## config.mk

```make
export PLATFORM = sky130hd
export DESIGN_NAME = vit_ctrl
export DESIGN_NICKNAME = d
export VERILOG_FILES = /design/src/rtl/vit_ctrl.sv
export SDC_FILE = /design/constraint.sdc
export NUM_CORES = 1
export LEC_CHECK = 0
export CAP_MARGIN = 20
export CORE_ASPECT_RATIO = 0.9
export CORE_UTILIZATION = 25
export CTS_CLUSTER_DIAMETER = 200
export DETAILED_ROUTE_END_ITERATION = 8
export GPL_ROUTABILITY_DRIVEN = 1
export PLACE_DENSITY_LB_ADDON = 0.2
export RECOVER_POWER = 100
export SYNTH_ARGS = -nofsm -noshare
export SYNTH_HDL_FRONTEND = slang
export SYNTH_SLANG_ARGS = --single-unit
export TNS_END_PERCENT = 30
```

## constraint.sdc

```tcl
create_clock -name clk -period 2.1 [get_ports clk]
set_input_delay 0.315 -clock clk [delete_from_list [all_inputs] [get_ports clk]]
set_output_delay 0.315 -clock clk [all_outputs]
set_load 0.01 [all_outputs]
```

## src/rtl/vit_ctrl.sv

```systemverilog
// vit_ctrl -- Viterbi decoder frame controller.
// Sequences one frame through repeated trellis blocks: FILL accepts symbols
// into the trellis memory and runs add-compare-select, TRACE reads the
// memory back for traceback, and GAP (one cycle) returns the memory to
// write mode before the next block or the end of the frame.
//
// Ports:
//   clk         sole clock, rising edge
//   rst         asynchronous active-low reset
//   i_start     frame start request (sampled only in IDLE)
//   i_abort     synchronous frame abort, highest priority
//   i_sym_vld   received symbol valid
//   i_sym_last  final symbol of frame (qualified by i_sym_vld)
//   o_sym_rdy   symbol accepted this cycle when i_sym_vld is high
//   i_td_full   trellis memory full flag
//   i_td_empty  trellis memory empty flag
//   o_en_td     trellis memory enable
//   o_ood       out-of-data marker (last-symbol accept)
//   o_en_acs    add-compare-select enable
//   o_en_tb     traceback enable
//   o_busy      controller not idle
//   o_done      frame-complete pulse
//   o_err       sticky protocol error
//   o_blk_cnt   symbols accepted in the current block
module vit_ctrl #(
   parameter int unsigned TB_DEPTH = 64,
   parameter int unsigned CNT_W    = 7
) (
   input  logic             clk,
   input  logic             rst,
   input  logic             i_start,
   input  logic             i_abort,
   input  logic             i_sym_vld,
   input  logic             i_sym_last,
   output logic             o_sym_rdy,
   input  logic             i_td_full,
   input  logic             i_td_empty,
   output logic             o_en_td,
   output logic             o_ood,
   output logic             o_en_acs,
   output logic             o_en_tb,
   output logic             o_busy,
   output logic             o_done,
   output logic             o_err,
   output logic [CNT_W-1:0] o_blk_cnt
);

   typedef enum logic [1:0] {IDLE, FILL, TRACE, GAP} state_t;

   localparam logic [CNT_W-1:0] DEPTH    = CNT_W'(TB_DEPTH);
   localparam logic [CNT_W-1:0] DEPTH_M1 = CNT_W'(TB_DEPTH - 1);

   state_t           state, state_nxt;
   logic [CNT_W-1:0] cnt, cnt_nxt;
   logic [CNT_W-1:0] timer, timer_nxt;
   logic             err, err_nxt;
   logic             ended, ended_nxt;   // frame finishes after this block
   logic             quiet, quiet_nxt;   // suppress o_done (abort / timeout)
   logic             accept;

   always_ff @(posedge clk or negedge rst) begin
      if (!rst) begin
         state <= IDLE;
         cnt   <= '0;
         timer <= '0;
         err   <= 1'b0;
         ended <= 1'b0;
         quiet <= 1'b0;
      end else begin
         state <= state_nxt;
         cnt   <= cnt_nxt;
         timer <= timer_nxt;
         err   <= err_nxt;
         ended <= ended_nxt;
         quiet <= quiet_nxt;
      end
   end

   always_comb begin
      state_nxt = state;
      cnt_nxt   = cnt;
      timer_nxt = timer;
      err_nxt   = err;
      ended_nxt = ended;
      quiet_nxt = quiet;
      accept    = 1'b0;
      o_sym_rdy = 1'b0;
      o_en_td   = 1'b0;
      o_ood     = 1'b0;
      o_en_acs  = 1'b0;
      o_en_tb   = 1'b0;
      o_done    = 1'b0;

      case (state)
         IDLE: begin
            if (i_start && !i_abort) begin
               state_nxt = FILL;
               cnt_nxt   = '0;
               err_nxt   = 1'b0;
               ended_nxt = 1'b0;
               quiet_nxt = 1'b0;
            end
         end

         FILL: begin
            o_sym_rdy = 1'b1;
            accept    = i_sym_vld;
            o_en_td   = accept;
            o_en_acs  = accept;
            o_ood     = accept & i_sym_last;
            if (i_td_empty && (cnt != '0))
               err_nxt = 1'b1;
            if (accept) begin
               if (i_sym_last) begin
                  // last wins over full: the frame ends after this trace
                  ended_nxt = 1'b1;
                  state_nxt = TRACE;
                  timer_nxt = '0;
               end else begin
                  cnt_nxt = cnt + 1'b1;
                  if (i_td_full) begin
                     state_nxt = TRACE;
                     timer_nxt = '0;
                  end else if (cnt == DEPTH_M1) begin
                     // block is at full depth but memory never said so
                     err_nxt   = 1'b1;
                     state_nxt = TRACE;
                     timer_nxt = '0;
                  end
               end
            end
         end

         TRACE: begin
            o_en_td   = 1'b1;
            o_en_tb   = 1'b1;
            timer_nxt = timer + 1'b1;
            if (i_td_empty) begin
               state_nxt = GAP;
            end else if (timer == DEPTH) begin
               err_nxt   = 1'b1;
               ended_nxt = 1'b1;
               quiet_nxt = 1'b1;
               state_nxt = GAP;
            end
         end

         GAP: begin
            o_done  = ended & ~quiet & ~i_abort;
            cnt_nxt = '0;   // cleared on the way out so IDLE shows zero
            if (ended) begin
               state_nxt = IDLE;
               ended_nxt = 1'b0;
               quiet_nxt = 1'b0;
            end else begin
               state_nxt = FILL;
            end
         end

         default: state_nxt = IDLE;
      endcase

      if (i_abort && (state != IDLE)) begin
         state_nxt = GAP;
         ended_nxt = 1'b1;
         quiet_nxt = 1'b1;
      end
   end

   assign o_busy    = (state != IDLE);
   assign o_err     = err;
   assign o_blk_cnt = cnt;

endmodule

```

; ---- Word-level counts from Yosys, hierarchy flattened
; Cells that the tools add are included.
[op_classes]
add_sub_neg = 2
n_eq_ne = 19
n_mux = 41
bitwise = 5
reduce_logical = 17
[op_table]
columns = cell, count
row1 = $mux 7, 7
row2 = $pmux 7 s3, 1
row3 = $mux 1, 19
row4 = $ne 3x3->1 const B, 6
row5 = $mux 2, 8
row6 = $add 7x1->7 const B, 2
row7 = $pmux 7 s2, 1
row8 = $reduce_and 4->1, 3
row9 = $ne 2x2->1 const B, 5
row10 = $reduce_and 5->1, 2
row11 = $ne 4x4->1 const B, 2
row12 = $pmux 2 s4, 1
row13 = $eq 7x6->1 const B, 1
row14 = $eq 7x7->1 const B, 1
row15 = $reduce_bool 7->1, 1
row16 = $pmux 1 s3, 2
row17 = $reduce_bool 3->1, 2
row18 = $ne 5x5->1 const B, 1
row19 = $eq 2x2->1 const B, 2
row20 = $pmux 1 s4, 1
row21 = $reduce_bool 2->1, 2
row22 = $reduce_bool 4->1, 1
row23 = $and 1x1->1, 3
row24 = $logic_and 1x1->1, 3
row25 = other kinds (6), 7
[totals]
reg_bits = 19
in_bits = 8
out_inout_bits = 15
elab_cells = 90

; ---- Logic depth before layout (Yosys ltp)
; Gate-level depths: netlist of run 1.
[depth]
depth_word = 8
mapped_depth = 7

; ---- Worst setup path after synthesis of run 1
; No wires, ideal clock.
[synth_path]
kind = flip-flop to flip-flop
from = register state[1]
to = register state[1]
setup_time_ns = 0.125
arrival_time_ns = 1.870
required_ns = 1.975
path_slack_ns = 0.105
stages_incl_launch_ff = 8
period_less_slack_ns = 1.995
cell_sequence = dfrtp_1 > inv_1 > ha_1 > clkbuf_2 > nor3b_1 > o311ai_0 > and3_1 > mux2_2
[synth_via]
elab_chain_len = 4
word_cells_on_any_way = 13
cone_classes = eq/ne (7) / mux (2) / reduce/logical (4)
[synth_rtl]
columns = item, line_no
row1 = "start, declared", 53  ; state_t state, state_nxt;
row2 = "start signal, assigned", 70  ; state <= state_nxt;
row3 = $reduce_bool 2->1, 163  ; if (i_abort && (state != IDLE)) begin
row4 = $logic_and 1x1->1, 163
row5 = $ne 5x5->1 (no source line) (tied with other cells), --
row6 = $reduce_and 4->1 (no source line), --
; Several ways; a longest one is shown, not always the timed one.
; A chain may end at the register's enable or synchronous reset.

; ---- Worst setup path after layout of run 1
[layout_path]
from = register state[0]
to = output o_en_td
[layout_via]
elab_chain_len = 2
word_cells_on_any_way = 3
cone_classes = eq/ne (2) / mux (1)
[layout_rtl]
columns = item, line_no
row1 = $eq 2x2->1 / $eq 2x1->1 (equally long branches), 94  ; case (state)
row2 = $pmux 1 s2 *, 94
row3 = "end, declared", 38  ; output logic o_en_td,
; Mark *: on every way between the ends. The rest lies on a longest branch, timed or not.

==> results of run 1 <==
[power by group through the flow]
| stage | clock network (mW) | logic, mW | registers (mW) |
|---|---|---|---|
| 2_1_floorplan | 0 | 0.679 | 0.532 |
| 3_3_place_gp | 0 | 1.12 | 0.532 |
| 3_5_place_dp | 0 | 1.14 | 0.532 |
| 4_1_cts | 0.271 | 1.15 | 0.530 |
| 5_1_grt | 0.282 | 1.24 | 0.545 |
| 6_report | 0.255 | 1.12 | 0.530 |
[logic make-up (layout without fill, tap and decap cells)]
logic type                 after synthesis  in the layout  synth area share [%]
DFF                                     19             19                  34.2
and+or+nand+nor                         53             53                  22.2
buffers and inverters                   18             56                  5.04
muxes                                    4              4                  3.51
adders and majority gates               10             10                  9.01
AOI/OAI and AO/OA                       48             48                  26.0
[per-stage QoR]
step / utilization [%] / setup WS (ns)
2_1_floorplan: - / 0.105
3_3_place_gp: 33.9 / 0.0738
3_5_place_dp: 33.9 / 0.0567
4_1_cts: 35.0 / -0.0432
5_1_grt: 34.8 / -0.101
6_report: 34.8 / -0.0182
[critical path, stage by stage, from the launching register on]
cell	delay, ns
dfrtp_2	0.46
inv_1	0.15
ha_2	0.26
o21a_1	0.14
clkdlybuf4s50_1	0.53
[cell type report]
type	count	area (um^2)	share of cell area, %
Multi-Input combinational cell	115	863	46.9
Tap cell	67	83.8	4.55
Clock buffer	4	45.0	2.45
Timing Repair Buffer	37	317	17.2
Inverter	15	56.3	3.06
Sequential cell	19	477	25.9
[how the worst max path moves through the flow]
stage | from | end | slack, ns | cells past startpoint
global placement | i_sym_last | state[1] | 0.07 | 5
global route | state[0] | o_en_td | -0.10 | 4
finish | state[0] | o_en_td | -0.02 | 4
detailed placement | i_abort | o_done | 0.06 | 3
floorplan | state[1] | state[1] | 0.11 | 7
CTS | state[0] | o_en_td | -0.04 | 4
[cells in the final DEF, fill, tap and decap left out, drive strengths merged, types with 3 or more instances in the layout]
master	instances
a21oi	9
and2	4
buf	11
clkbuf	8
clkdlybuf4s50	10
dfrtp	19
dlygate4sd3	10
ha	10
inv	15
mux2	4
nand2	10
nand2b	5
nand3	8
nor2	3
nor2b	3
nor4	3
o211ai	4
o21ai	8
o31ai	10
or3	3
or4	4
[flip-flops by register name, summed over array words and instances (netlist names)]
signal,flops
ended,1
state,2
timer,7
o_blk_cnt,7
o_err,1
quiet,1
[routing by layer]
metal	GRT usage, %	up-vias	share of wire, %
met5	0	-	0
met4	2.78	0	0.42
met3	3.00	2	3.5
met2	20.0	25	46
met1	19.4	625	50
li1	-	652	-
[repair_timing]
action                     in CTS  in global routing
setup endpoints to repair       5                  8
pin swaps                       0                  0
resized for setup               6                  3
==> reports/qor.csv, run 1 <==
stage,metric,value,unit
cells_and_area,post-route design area,1840,um^2
worst_setup_path,data required time of the worst path,1.78,ns
clock_network,hold buffer count at CTS,0,
worst_hold_path,Hold Path Stages,1,
power_and_ir_drop,Overall Power,1.90,mW
sta,final setup TNS,-0.0182,ns
detailed_routing,DRC violations left,0,
detailed_routing,remaining antenna violation count after routing,0,
cells_and_area,P&R area growth vs syn,32.6,%
power_and_ir_drop,total leakage power,0.763,nW
global_route,largest net degree at the start of global routing,20,
power_and_ir_drop,Int Pwr,1.11,mW
clock_network,"Clk Latency, worst-skew pair",0.25,ns
outcome,status,"complete, but fails checks",
detailed_routing,average wire per cell in the routed design,13.9,um
worst_setup_path,FF-to-FF path depth,6,
detailed_routing,1st-iter DRT viols,83,
cells_and_area,Layout Cells excl Fill,257,
sta,Least-Margin Pin Slew,1.07,ns
placement,"Cell Area, Placed",1790,um^2
die,DIE HEIGHT,72.7,um
synth,Synth area leaders,"dfrtp_1, ha_1, o31ai_1, inv_1, a21oi_1",
cells_and_area,Antenna diodes,0,
sta,Rel. slew slack,28.8,%
cells_and_area,Layout Nets,209,
cells_and_area,fraction of layout cells with a size suffix above 1,14.7,%
placement,RD Place Congestion,0.809,
synth,"Cell Area, Synth",1390,um^2
power_and_ir_drop,Peak VDD IR,0.353,mV
worst_setup_path,Crit Reg-Reg Endpoint,o_blk_cnt[5],
power_and_ir_drop,sequential share of power,27.8,%
clock_network,Bufs on Longest Clock Path,2,
worst_hold_path,Worst Hold Path EP,timer[5],
power_and_ir_drop,Sw Ratio,41.5,%
clock_network,CTS sink cnt,19,
worst_setup_path,CP arrival,1.80,ns
sta,hold slack final,0.530,ns
synth,Synthesized Nets,170,
global_route,initial antenna violation count,0,
worst_setup_path,R2R Setup Slk,0.14,ns
sta,Final setup viols,1,
worst_hold_path,Worst Hold Class,register to register,
synth,Syn Area/Cell,9.14,um^2
synth,sequential share of the synthesized area,34.2,%
clock_network,H-tree level count,1,
sta,Final Max Tran Viols,0,
sta,clock skew,0.00178,ns
synth,number of library cell types mapped by synthesis,48,
clock_network,root buffer cell,clkbuf_8,
placement,# placed instances,253,
worst_setup_path,worst r2r src,state[0],
worst_setup_path,critical-path maximum fanout,5,
sta,final hold violation count,0,
die,Die Width,80.6,um
synth,number of synthesized flops with an enable pin,0,
die,Initial Util,26.3,%
worst_setup_path,Crit Path Class,register to output pin,
synth,#FFs+latches synth,19,
synth,top cell type by total area after synthesis,dfrtp_1,
detailed_routing,Detailed Routing Iterations Pass 1,4,
synth,ys flop type,dfrtp_1,
synth,most frequent cell after synthesis,dfrtp_1,
power_and_ir_drop,Net Sw Power,0.790,mW
clock_network,CTS tree,built,
global_route,first-pass GRT wire length,6120,um
power_and_ir_drop,Power Density,1030,nW/um^2
placement,DP HPWL,2820,um
worst_setup_path,Worst Setup Start Kind,register,
global_route,Congestion Overflow GR,0,
sta,RSZ-0062 raised after global routing,yes,
power_and_ir_drop,clock share of power,13.4,%
die,Core Box Area,5290,um^2
placement,port buffer count,22,
worst_setup_path,Critical Path End Type,output pin,
cells_and_area,fill count,551,
detailed_routing,via count,1304,
sta,Tmin final,2.12,ns
detailed_routing,DRT Wirelength,3580,um
sta,period utilization,101,%
clock_network,postcts setup bufs,0,
die,FP Rows,25,
sta,fin worst setup slack,-0.0182,ns
worst_hold_path,hold path startpoint,timer[5],
synth,Synth top area share,34.2,%
synth,Synth warnings,0,
die,Die ar.,5860,um^2
detailed_routing,Vias/cell,5.07,
sta,top achievable clock speed,472,MHz
die,I/O Pins,23,
synth,synthesized instance count,152,
synth,synth cell count leaders,"dfrtp_1, inv_1, ha_1, nand2_1, o31ai_1",
synth,asr flop ratio synth,100,%
global_route,vias in the first global route,1288,
outcome,failing checks,negative setup slack,
global_route,Tot GR Track Use,13.3,%
power_and_ir_drop,combinational cell fraction of total power,58.8,%
clock_network,CTS buffer count,3,
clock_network,clock slew at reported path FFs,0.07,ns
flow_run,Max-Cap Viols,0,
No activity file was read; power rests on OpenSTA's default activity.
==> inputs of run 2 (changes only) <==
--- a/config.mk
+++ b/config.mk
@@ -7,10 +7,12 @@
 export LEC_CHECK = 0
 export CAP_MARGIN = 20
 export CORE_ASPECT_RATIO = 0.9
+export CORE_MARGIN = 2
 export CORE_UTILIZATION = 25
 export CTS_CLUSTER_DIAMETER = 200
 export DETAILED_ROUTE_END_ITERATION = 8
 export GPL_ROUTABILITY_DRIVEN = 1
+export GPL_TIMING_DRIVEN = 0
 export PLACE_DENSITY_LB_ADDON = 0.2
 export RECOVER_POWER = 100
 export SYNTH_ARGS = -nofsm -noshare
==> reports/qor.csv, run 2 (synthesis gave the netlist of run 1 again) <==
stage,metric,value,unit,change
outcome,status,"finished, final reports clean",,
global_route,Tot GR Track Use,13.5,%,+0.18 points
clock_network,CTS sink cnt,19,,unchanged
die,Initial Util,26.1,%,-0.15 points
sta,Tmin final,2.02,ns,-0.103 ns
detailed_routing,Detailed Routing Iterations Pass 1,4,,unchanged
clock_network,CTS tree,built,,
clock_network,CTS buffer count,3,,unchanged
cells_and_area,P&R area growth vs syn,28.8,%,
placement,DP HPWL,2790,um,-1.1%
clock_network,Bufs on Longest Clock Path,2,,unchanged
cells_and_area,fraction of layout cells with a size suffix above 1,14.0,%,-0.77 points
die,DIE HEIGHT,74.7,um,+2.8%
cells_and_area,most frequent cells in the layout,"dfrtp_1, inv_1, nand2_1, o31ai_1, clkdlybuf4s50_1",,
cells_and_area,Layout Nets,198,,-5.3%
sta,clock skew,0.00740,ns,+0.00562 ns
detailed_routing,average wire per cell in the routed design,15.5,um,+11%
die,Die Width,82.6,um,+2.5%
die,Die ar.,6170,um^2,+5.3%
cells_and_area,Antenna diodes,0,,unchanged
clock_network,"Clk Latency, worst-skew pair",0.26,ns,about the same
cells_and_area,Layout Cells excl Fill,246,,-4.3%
power_and_ir_drop,Peak VDD IR,0.332,mV,-6.0%
global_route,largest net degree at the start of global routing,20,,unchanged
sta,Rel. slew slack,37.0,%,+8.2 points
worst_setup_path,data required time of the worst path,1.78,ns,about the same
sta,period utilization,96.0,%,-4.9 points
sta,hold slack final,0.507,ns,-0.0232 ns
sta,final hold violation count,0,,unchanged
detailed_routing,via count,1238,,-5.1%
worst_hold_path,hold path startpoint,i_abort,,
die,Core Box Area,5320,um^2,+0.59%
worst_setup_path,CP startpoint,state[0],,
global_route,Congestion Overflow GR,0,,unchanged
placement,port buffer count,21,,-4.5%
flow_run,Max-Cap Viols,0,,unchanged
worst_setup_path,CP max stage delay,0.56,ns,+0.03 ns
detailed_routing,1st-iter DRT viols,64,,-23%
worst_setup_path,Crit Path Class,register to output pin,,
worst_setup_path,critical-path maximum fanout,8,,+3
clock_network,clock slew at reported path FFs,0.08,ns,about the same
die,I/O Pins,23,,unchanged
power_and_ir_drop,Power Density,1070,nW/um^2,+3.8%
worst_setup_path,worst r2r src,state[0],,
clock_network,root buffer cell,clkbuf_8,,
clock_network,H-tree level count,1,,unchanged
sta,Least-Margin Pin Slew,0.942,ns,-0.126 ns
worst_setup_path,CP arrival,1.70,ns,-0.10 ns
worst_setup_path,Worst Setup Start Kind,register,,
detailed_routing,DRT Wirelength,3800,um,+6.3%
detailed_routing,Vias/cell,5.03,,-0.82%
detailed_routing,DRC violations left,0,,unchanged
worst_setup_path,CP Cell Sequence,"inv_2, ha_4, inv_1, clkdlybuf4s50_1",,
worst_setup_path,Critical Path End Type,output pin,,
die,FP Rows,25,,unchanged
cells_and_area,fill count,565,,+2.5%
cells_and_area,"most common cell after layout, fill and taps aside",dfrtp_1,,
sta,Final Max Tran Viols,0,,unchanged
sta,top achievable clock speed,496,MHz,+5.1%
power_and_ir_drop,total leakage power,0.724,nW,-5.0%
placement,RD Place Congestion,0.765,,-5.4%
detailed_routing,remaining antenna violation count after routing,0,,unchanged
power_and_ir_drop,Overall Power,1.92,mW,+0.85%
global_route,vias in the first global route,1305,,+1.3%
sta,Final setup viols,0,,-1
global_route,first-pass GRT wire length,6310,um,+3.2%
clock_network,hold buffer count at CTS,0,,unchanged
sta,RSZ-0062 raised after global routing,yes,,
global_route,initial antenna violation count,0,,unchanged
worst_hold_path,Worst Hold Class,input port to register,,
placement,# placed instances,240,,-5.1%
worst_setup_path,critical path's slowest cell,clkdlybuf4s50_1,,
[run 2: changes by cell type in the layout (fill, tap and decap cells not counted), moves of 2 or more]
cell,delta
dlygate4sd2_1,+2
inv_2,+2
inv_1,-2
clkbuf_1,-3
buf_4,-9
dlygate4sd3_1,-3
[run 2: final timing paths]
check / slack (ns) / cells after the start / to
max: 0.08 / 4 / o_busy
min reg2reg: 0.53 / 1 / quiet
min: 0.51 / 3 / state[0]
max reg2reg: 0.11 / 6 / o_blk_cnt[4]
min in group asynchronous: 0.64 / 1 / timer[3]
max in group asynchronous: 0.82 / 1 / state[1]
[run 2: cell type report]
cell class / count / area (um^2) / area share [%]
buffer: 3 / 30.0 / 1.68
clock buffer: 4 / 45.0 / 2.52
inverter: 15 / 56.3 / 3.15
multi-input combinational: 115 / 876 / 49.0
sequential: 19 / 478 / 26.7
tap: 67 / 83.8 / 4.69
timing repair buffer: 23 / 220 / 12.3
[run 2: metrics by stage]
step                util (%)  instance area, um^2  worst slack, ns  setup TNS, ns
CTS                     33.6                 1790           0.0183              0
finish                  33.6                 1790           0.0846              0
global route            33.6                 1790          -0.0384        -0.0418
detailed placement      31.6                 1680           -0.260         -0.808
global placement        31.6                 1680           -0.239         -0.653
floorplan                  -                 1390            0.105              0
[run 2: power by group]
group,internal (mW),switching (mW),leakage (nW)
combinational,0.517,0.597,0.451
clock,0.135,0.127,0.0228
sequential,0.451,0.0925,0.250
[run 2: routing by layer]
layer,global-route usage [%],up-vias,wire length [um]
met5,0,-,0
met4,3.64,0,19
met3,3.48,2,134
met2,21.7,20,1780
met1,18.1,584,1870
li1,-,632,-
[run 2: critical path, delay by kind of cell, from the launching register on]
kind,cells,cell delay [ns]
buf+inv,3,0.79
flops,1,0.45
fa+ha+maj,1,0.19
[run 2: timing repair]
| action | CTS | global route |
|---|---|---|
| endpoints found under the hold margin | 0 | 0 |
| buffers inserted | 2 | 0 |
| resized for setup | 17 | 3 |
| setup endpoints to repair | 11 | 7 |
| pin swaps | 0 | 0 |
